<file path="config.mk">
export PLATFORM = sky130hd
export DESIGN_NAME = data_memory_arbiter
export DESIGN_NICKNAME = d
export VERILOG_FILES = /design/src/rtl/data_memory_arbiter.sv
export SDC_FILE = /design/constraint.sdc
export NUM_CORES = 1
export LEC_CHECK = 0
export ABC_AREA = 1
export CAP_MARGIN = 10
export CORE_ASPECT_RATIO = 0.9
export CORE_MARGIN = 4
export CORE_UTILIZATION = 41
export DETAILED_ROUTE_END_ITERATION = 10
export PLACE_DENSITY = 0.95
export RECOVER_POWER = 25
export SLEW_MARGIN = 10
export SYNTH_ARGS = -nofsm -noshare
export SYNTH_HDL_FRONTEND = slang
export SYNTH_SLANG_ARGS = --single-unit
</file>
<file path="constraint.sdc">
create_clock -name clk -period 1.75 [get_ports clk]
set_clock_uncertainty 0.2 [all_clocks]
set_input_delay 0.35 -clock clk [delete_from_list [all_inputs] [get_ports clk]]
set_output_delay 0.35 -clock clk [all_outputs]
set_load 0.01 [all_outputs]
</file>
<file path="src/rtl/data_memory_arbiter.sv">
// rtl/data_memory_arbiter.sv - two-port request/grant arbiter sequencing accesses to a single-port data memory
// Optional feature macro: DMEM_ARB_ROUND_ROBIN_EN (round-robin tie-break; fixed port-0 priority when undefined)
module data_memory_arbiter #(
  parameter int ADDR_WIDTH = 16,
  parameter int DATA_WIDTH = 8
) (
  input  logic                  clk,
  input  logic                  reset,
  input  logic                  req0,
  input  logic                  req1,
  input  logic                  we0,
  input  logic                  we1,
  input  logic [ADDR_WIDTH-1:0] addr0,
  input  logic [ADDR_WIDTH-1:0] addr1,
  input  logic [DATA_WIDTH-1:0] wdata0,
  input  logic [DATA_WIDTH-1:0] wdata1,
  output logic                  gnt0,
  output logic                  gnt1,
  output logic                  rvalid0,
  output logic                  rvalid1,
  output logic [DATA_WIDTH-1:0] rdata,
  output logic                  busy,
  output logic                  mem_write_en,
  output logic [ADDR_WIDTH-1:0] mem_address,
  output logic [DATA_WIDTH-1:0] mem_data_in,
  input  logic [DATA_WIDTH-1:0] mem_data_out
);

  typedef enum logic [1:0] {
    IDLE  = 2'd0,
    WRITE = 2'd1,
    READ  = 2'd2
  } state_t;

  state_t state;
  state_t state_next;

  logic req_any;
  logic winner;      // 0 = port 0, 1 = port 1
  logic sel_we;
  logic take_cmd;    // a command is accepted at this edge
  logic owner;       // port that owns the command in flight

  assign req_any = req0 | req1;
  assign sel_we  = winner ? we1 : we0;

`ifdef DMEM_ARB_ROUND_ROBIN_EN
  logic last_grant;

  // On a tie the port not granted last wins; a lone requester always wins
  always_comb begin
    winner = req1;
    if (req0 && req1) begin
      winner = ~last_grant;
    end
  end

  // Remember which port was granted most recently; reset favours port 0
  always_ff @(posedge clk) begin
    if (reset) begin
      last_grant <= 1'b1;
    end else if (take_cmd) begin
      last_grant <= winner;
    end
  end
`else
  // Fixed priority: port 1 only wins when port 0 is not requesting
  always_comb begin
    winner = ~req0;
  end
`endif

  // State register
  always_ff @(posedge clk) begin
    if (reset) begin
      state <= IDLE;
    end else begin
      state <= state_next;
    end
  end

  // Next state and combinational outputs; requests are only looked at in IDLE
  always_comb begin
    state_next   = state;
    take_cmd     = 1'b0;
    busy         = (state != IDLE);
    mem_write_en = (state == WRITE) && !reset;
    case (state)
      IDLE: begin
        if (req_any) begin
          take_cmd   = 1'b1;
          state_next = sel_we ? WRITE : READ;
        end
      end
      WRITE:   state_next = IDLE;
      READ:    state_next = IDLE;
      default: state_next = IDLE;
    endcase
  end

  // Command latch, grant/response pulses and read data capture
  always_ff @(posedge clk) begin
    if (reset) begin
      gnt0        <= 1'b0;
      gnt1        <= 1'b0;
      rvalid0     <= 1'b0;
      rvalid1     <= 1'b0;
      rdata       <= '0;
      mem_address <= '0;
      mem_data_in <= '0;
      owner       <= 1'b0;
    end else begin
      gnt0    <= take_cmd && !winner;
      gnt1    <= take_cmd && winner;
      rvalid0 <= (state == READ) && !owner;
      rvalid1 <= (state == READ) && owner;
      if (take_cmd) begin
        owner       <= winner;
        mem_address <= winner ? addr1 : addr0;
        mem_data_in <= winner ? wdata1 : wdata0;
      end
      if (state == READ) begin
        rdata <= mem_data_out;
      end
    end
  end

endmodule

</file>
Word level (Yosys, flattened, before mapping)

Cells that the tools add are included.

Register bits: 39
Input bits: 62
Word-level logic and storage cells: 30

Eq/ne operators: 2
Mux-type cells: 6
Bitwise logic cells: 3
Reductions and logical operators: 10

Operators by type and width:

| operator                                                               | number |
|---|---|
| 16-bit two-way mux                                                     | 1 |
| 8-bit two-way mux                                                      | 1 |
| 1-bit logical AND                                                      | 5 |
| 1-bit two-way mux                                                      | 3 |
| 2-bit by 1-bit equality test with 1-bit output (second input constant) | 1 |
| 2-bit equality test (second input constant)                            | 1 |
| 1-bit zero test                                                        | 2 |
| 2-bit zero test                                                        | 1 |
| 2-bit two-way mux                                                      | 1 |
| 1-bit inverter                                                         | 2 |
| 2-bit nonzero test                                                     | 1 |
| 2-bit OR reduction                                                     | 1 |
| 1-bit OR                                                               | 1 |

Longest topological paths before layout

Depth after elaboration: 4
Gate-level depth with buffers: 7

Worst setup path before layout

Ideal clock, no wire load.

Path type: input port to flip-flop
Start: in req0
End: reg mem_address[0]
Arrival time: 927 ps
Path slack: 510 ps
Stages on the path: 6
Path through: buf_6 nor2_4 nor2_8 buf_6 nand3_2 nand2_1

Word-level cells in the longest chain between the ends: 3
Elaborated cells between the ends (all ways): 4
Those cells by class: mux: 3; bitwise: 1

Ends and longest elaborated chain:

| element              | RTL line | RTL |
|---|---|---|
| from (decl)          | 9        | `input logic req0,` |
| 1-bit OR             | 44       | `assign req_any = req0 \| req1;` |
| 1-bit two-way mux    | 90       | `if (req_any) begin` |
| 1-bit two-way mux    | 88       | `case (state)` |
| to (signal assigned) | 119      | `mem_address <= winner ? addr1 : addr0;` |
| to (decl)            | 24       | `output logic [ADDR_WIDTH-1:0] mem_address,` |

Several ways; a longest one is shown, not always the timed one.
A chain may end at the register's enable or synchronous reset.

Worst setup path after layout

Start: reg mem_address[15]
End: out mem_address[15]

No word-level cell between the ends.

==> results by group <==
Clock tree
  – Hold-fix buffers, CTS: 0
  – Worst-path clk slew: 0.06 ns
  – CTS Buf Count: 5
  – CTS Root Cell: clkbuf_8
  – Clock Sink Count: 39
  – Clock latency on the worst-skew pair: 0.27 ns
  – CTS tree: done
  – H-tree levels: 2
  – Clk buf depth: 2

Logic synthesis
  – Top_reg_cell synth: dfxtp_1
  – Number of synthesized flops with an enable pin: 0
  – Largest family of logic cells by synthesized area: simple AND/OR/NAND/NOR gates
  – FF+latch count, synth: 39
  – Syn. warnings: 0
  – Most frequent cells after synthesis: 102 x nand2_1, 39 x dfxtp_1, 39 x nand3_1
  – Compound-Gate Fraction of Synth Area: 2.216%
  – Post-Syn Nets: 315
  – Synth Area in Adders: 0%
  – Async S/R FF share, synth: 0%
  – Syn_area_per_cell: 7.141 sq um
  – Synth top area share: 43.21%
  – Post-Synth Simple-Gate Area: 46.47%
  – Netlist cell types: 20
  – Post-synthesis mux area share: 0%
  – Mapped Cells: 253
  – Post-Synth XOR/XNOR Area: 0%
  – Most frequent cell after synthesis: nand2_1
  – Top cells by area, synth: dfxtp_1 43%, nand2_1 21%, nand3_1 11%
  – Sequential share of the synthesized area: 43.21%
  – Synth area leader: dfxtp_1
  – Post-Syn Area: 0.001807 sq mm

Worst setup path
  – R2R depth: 6
  – CP peak stage delay: 0.56 ns
  – Worst Setup Start Kind: register
  – CP bufs+invs: 1
  – Crit Path Category: register to primary output
  – Worst EP arrival: 1.16 ns
  – Critical R2R Launch: state[0]
  – Data required, critical path: 1.20 ns
  – Crit. End Element: primary output
  – CP max stage cell: clkdlybuf4s50_1
  – CP Launch Point: mem_address[15]
  – Max FO, Critical Path: 2
  – CP Depth: 1
  – Cell family with most CP delay: buffers and inverters
  – Crit path cell chain: clkdlybuf4s50_1

Min path
  – Type of the most critical hold path: register to register
  – Hold path depth: 1
  – Hold path start: owner

Power
  – Total power: 2.134 mW
  – Leakage Power: 1.327 nW
  – Sw Share: 27.10%
  – Comb power frac: 28.1%
  – Power per cell area: 732.8 mW/mm^2
  – Seq pwr share: 47.1%
  – Net Switching: 578.4 uW
  – VDD IR max: 0.4446 mV
  – Internal power: 1.556 mW
  – Clock power frac: 24.8%

Cells and area
  – Fin nets: 414
  – Area Overhead vs Synth: 61.22%
  – Share of cells above drive strength 1: 9.402%
  – Layout Utilization: 70.08%
  – Antenna Cells: 0

Timing
  – Final setup fails: 0
  – Headroom to the max-slew limit: 73.13%
  – Setup TNS: 0 ns
  – Setup ws final: 0.04019 ns
  – Fin crit period: 1.710 ns
  – Hold Vio Cnt, Final: 0
  – RSZ-0062 raised after global routing: no
  – Pins Over Slew Limit: 0
  – Worst-margin pin slew: 0.4031 ns
  – Maximum clock frequency: 584.9 MHz
  – Final Cycle Share: 97.70%

Global route
  – Initial antenna violation count: 0
  – Pin count of the biggest net entering global routing: 32
  – Vias in the first global route: 1888
  – GRT Residual Overflow: 0
  – GRT Total Usage: 18.38%
  – Global-route wire length before repair: 8.314 mm

Routing
  – Vias per cell: 4.647
  – Wire length per cell: 12.17 um
  – Routed via count: 1910
  – Drt pass-1 iters: 4
  – Drc violations: 0
  – Final wirelength: 5.001 mm
  – Drt initial violations: 56
  – Post-DRT Antenna Nets: 0

Floorplanning
  – Num rows: 22
  – I/O pin cnt: 100
  – Die area: 0.005534 sq mm
  – Die width: 77.98 um
  – Core box area: 0.004156 sq mm
  – Starting Density: 43.47%
  – DIE HEIGHT: 70.98 um

Placement
  – HPWL Detailed: 3.941 mm
  – IO Port Bufs: 99
  – Worst slack, placed: -0.3224 ns
  – GP Congestion: 0.7109

Run status
  – Status: finished clean

Run
  – Max cap viols: 0
placed cells by master, fill, tap and decap left out, drive strengths merged:
cell	instances
dfxtp	39
clkdlybuf4s25	9
nor3	3
clkdlybuf4s50	88
dlygate4sd2	1
nand3	49
clkinv	1
buf	8
nor2	23
nand2	106
clkbuf	7
o21ai	8
nand4	1
inv	8
through the flow:
| step | instance area (sq um) | cells | hold slack (ns) |
|---|---|---|---|
| 4_1_cts | 2934 | 411 | 0.2492 |
| 6_report | 2913 | 411 | 0.2558 |
| 3_3_place_gp | 2860 | 405 | 0.2364 |
| 5_1_grt | 2913 | 411 | 0.2817 |
| 3_5_place_dp | 2860 | 405 | 0.2381 |
| 2_1_floorplan | 1807 | 253 | 0.2213 |
logic make-up (layout without fill, tap and decap cells):
kind of cell           Yosys count  after routing
buffers and inverters           24            122
flip-flops                      39             39
AO/OA/AOI/OAI                    8              8
AND/OR/NAND/NOR                182            182
flip-flops by register name, summed over array words and instances, names as in the netlist:
register,count
rdata,8
rvalid1,1
owner,1
state,2
rvalid0,1
mem_data_in,8
mem_address,16
gnt1,1
gnt0,1
path summary, 6_finish.rpt:
| kind | slack, ns | endpoint |
|---|---|---|
| setup / recovery | 0.04 | mem_address[15] |
| hold / removal | 0.26 | rvalid0 |
| setup reg to reg | 0.27 | state[1] |
| hold reg to reg | 0.26 | rvalid0 |
power groups by stage:
stage | Combinational (mW) | Sequential, mW | Clock [mW]
5_1_grt | 0.660 | 1.01 | 0.580
4_1_cts | 0.620 | 1.01 | 0.548
3_3_place_gp | 0.606 | 1.02 | 0
2_1_floorplan | 0.255 | 1.06 | 0
6_report | 0.601 | 1.01 | 0.528
3_5_place_dp | 0.621 | 1.03 | 0
repair_timing:
action,CTS,global route
hold endpoints to repair,0,0
buffers inserted,0,0
setup endpoints to repair,2,11
resized for setup,5,10
pin swaps,0,1
metal layers:
layer	routed length [um]	up-vias	GRT usage, %
li1	-	996	-
met1	2071	853	20.63
met2	2514	59	33.84
met3	392	2	5.980
met4	22	0	4.078
met5	0	-	0
cell type report:
class | count | area, sq um
Fill cell | 359 | 1244
Timing Repair Buffer | 107 | 1070
Multi-Input combinational cell | 190 | 877.1
Sequential cell | 39 | 782.0
Tap cell | 60 | 75.07
Clock buffer | 6 | 72.57
Inverter | 9 | 36.28
Note: power is estimated with default switching activity, not from simulation.
==> RTL edit, RTL diff (config.mk and constraints unchanged) <==
The 3 states of `state_t` get a one-hot encoding in 3 bits.
--- a/src/rtl/data_memory_arbiter.sv
+++ b/src/rtl/data_memory_arbiter.sv
@@ -28,6 +28,6 @@
 
-  typedef enum logic [1:0] {
-    IDLE  = 2'd0,
-    WRITE = 2'd1,
-    READ  = 2'd2
+  typedef enum logic [2:0] {
+    IDLE  = 3'b001,
+    WRITE = 3'b010,
+    READ  = 3'b100
   } state_t;
Function: same outputs for any inputs over 10 cycles, from zero or initial values and one cycle with reset high; not proved beyond that.
==> RTL edit against the unedited design <==
Area after synthesis up 2.4%. Combinational power increased by 27%. Via count increased by 4.9%. Sequential cell count up 1. Global-route usage fell by 0.45 points. Die area up 2.2%. Power is 12% higher. Sequential power is 5% higher. Worst setup slack got worse by 14 ps. Routed wire length rose by 1.3%. Design area up 4.1%. Clock power up 6.8%. Critical path type unchanged. Largest cell class unchanged.
==> RTL edit: results (changes against the unedited design) <==
- Fin util: 72.0% (+1.9 points)
- Crit path to: rdata[0]
- Gr usage total: 17.9% (-0.45 points)
- Crit path max fanout: 2 (unchanged)
- Share of layout cells above drive strength 1: 7.43% (-2.0 points)
- WL/cell: 10.9 um (-10%)
- Inserted Diodes: 0 (unchanged)
- Worst R2R Setup Slack: 220 ps (-50 ps)
- DP Area: 0.00297 mm^2 (+3.8%)
- FF-to-FF End: rdata[0]
- Syn avg cell area: 6.19 um^2 (-13%)
- Fraction of registers with async set/reset: 0% (unchanged)
- Clk root buf: clkbuf_8
- Worst path top cell family by delay: buffers and inverters
- Post-synth cell types: 19 (-5.0%)
- Nets@finish: 466 (+13%)
- Syn Nets: 361 (+15%)
- Vias in the first global route: 1898 (+0.53%)
- Setup WS pre-CTS: -319 ps (+3.21 ps)
- Clock latency on the worst-skew pair: 280 ps
- Post-DR vias/cell: 4.32 (-7.1%)
- Fill cell count: 356 (-0.84%)
- Vias: 2003 (+4.9%)
- Post-DP HPWL: 4.01 mm (+1.7%)
- Fin crit share: 98.5% (+0.78 points)
- Crit. Startpoint: rdata[0]
- Synth area leaders: dfxtp_1, nand2_1, nor2_1
- First-pass GRT wire length: 8.11 mm (-2.4%)
- Top post-synthesis cells by count: nand2_1, nor2_1, dfxtp_1, inv_1, o21ai_0
- Min-delay worst type: flop to flop
- Port-buffer cells: 99 (unchanged)
- First drt pass iteration count: 4 (unchanged)
- R2r startpoint: state[0]
- Post-synthesis sequential area ratio: 43.3% (+0.059 points)
- Gpl congestion: 0.778 (+9.4%)
- Max IR drop VDD: 478 uV (+7.5%)
- P_leak: 1.46 nW (+10%)
- Worst slew pin tran: 357 ps (-45.9 ps)
- Reg2reg path depth: 5 (-1)
- DR iter-0 viols: 45 (-20%)
- Largest stage delay, worst path: 540 ps (-20 ps)
- Largest net degree at the start of global routing: 29 (-9.4%)
- Run status: finished clean
- Placed Cells: 457 (+13%)
-- RTL edit: kinds of logic (layout without fill, tap and decap cells) --
logic type             count (synthesis)  after routing  share of synthesized area (%)
DFF                                   40             40                           43.3
AOI/OAI and AO/OA                      9              9                           2.43
buffers and inverters                 47            152                           11.5
and+or+nand+nor                      203            203                           42.8
-- RTL edit: timing repair --
item                       in CTS  in global routing
setup endpoints to repair       2                 16
buffers inserted                0                  0
pin swaps                       1                  0
gates resized for setup        10                 16
-- RTL edit: worst min-delay path by stage --
stage	end	cells after the start	startpoint	slack [ps]
floorplan	rvalid0	1	owner	220
global placement	rvalid0	1	owner	260
detailed placement	rdata[4]	2	rdata[4]	270
CTS	rvalid0	1	owner	290
global route	rvalid1	2	owner	300
finish	rvalid0	1	owner	280
-- RTL edit: power by group --
part / switching [mW] / internal, mW / leakage [nW] / total, mW
logic: 0.357 / 0.407 / 1.09 / 0.765
registers: 0.0515 / 1.01 / 0.330 / 1.06
clock network: 0.293 / 0.271 / 0.0410 / 0.564
-- RTL edit: final cells by class --
type | count | area, um^2 | area share (%)
timing repair buffer | 112 | 1100 | 36.2
multi-input combinational | 212 | 851 | 28.1
sequential | 40 | 802 | 26.5
inverter | 33 | 129 | 4.25
tap | 60 | 75.1 | 2.48
clock buffer | 6 | 72.6 | 2.39
clock inverter | 1 | 5.00 | 0.165
-- RTL edit: layer usage --
layer	global-route usage [%]	vias up	wire length, um
li1	-	1080	-
met1	17.7	852	1940
met2	34.7	65	2550
met3	7.29	6	524
met4	4.58	0	52
met5	0	-	0
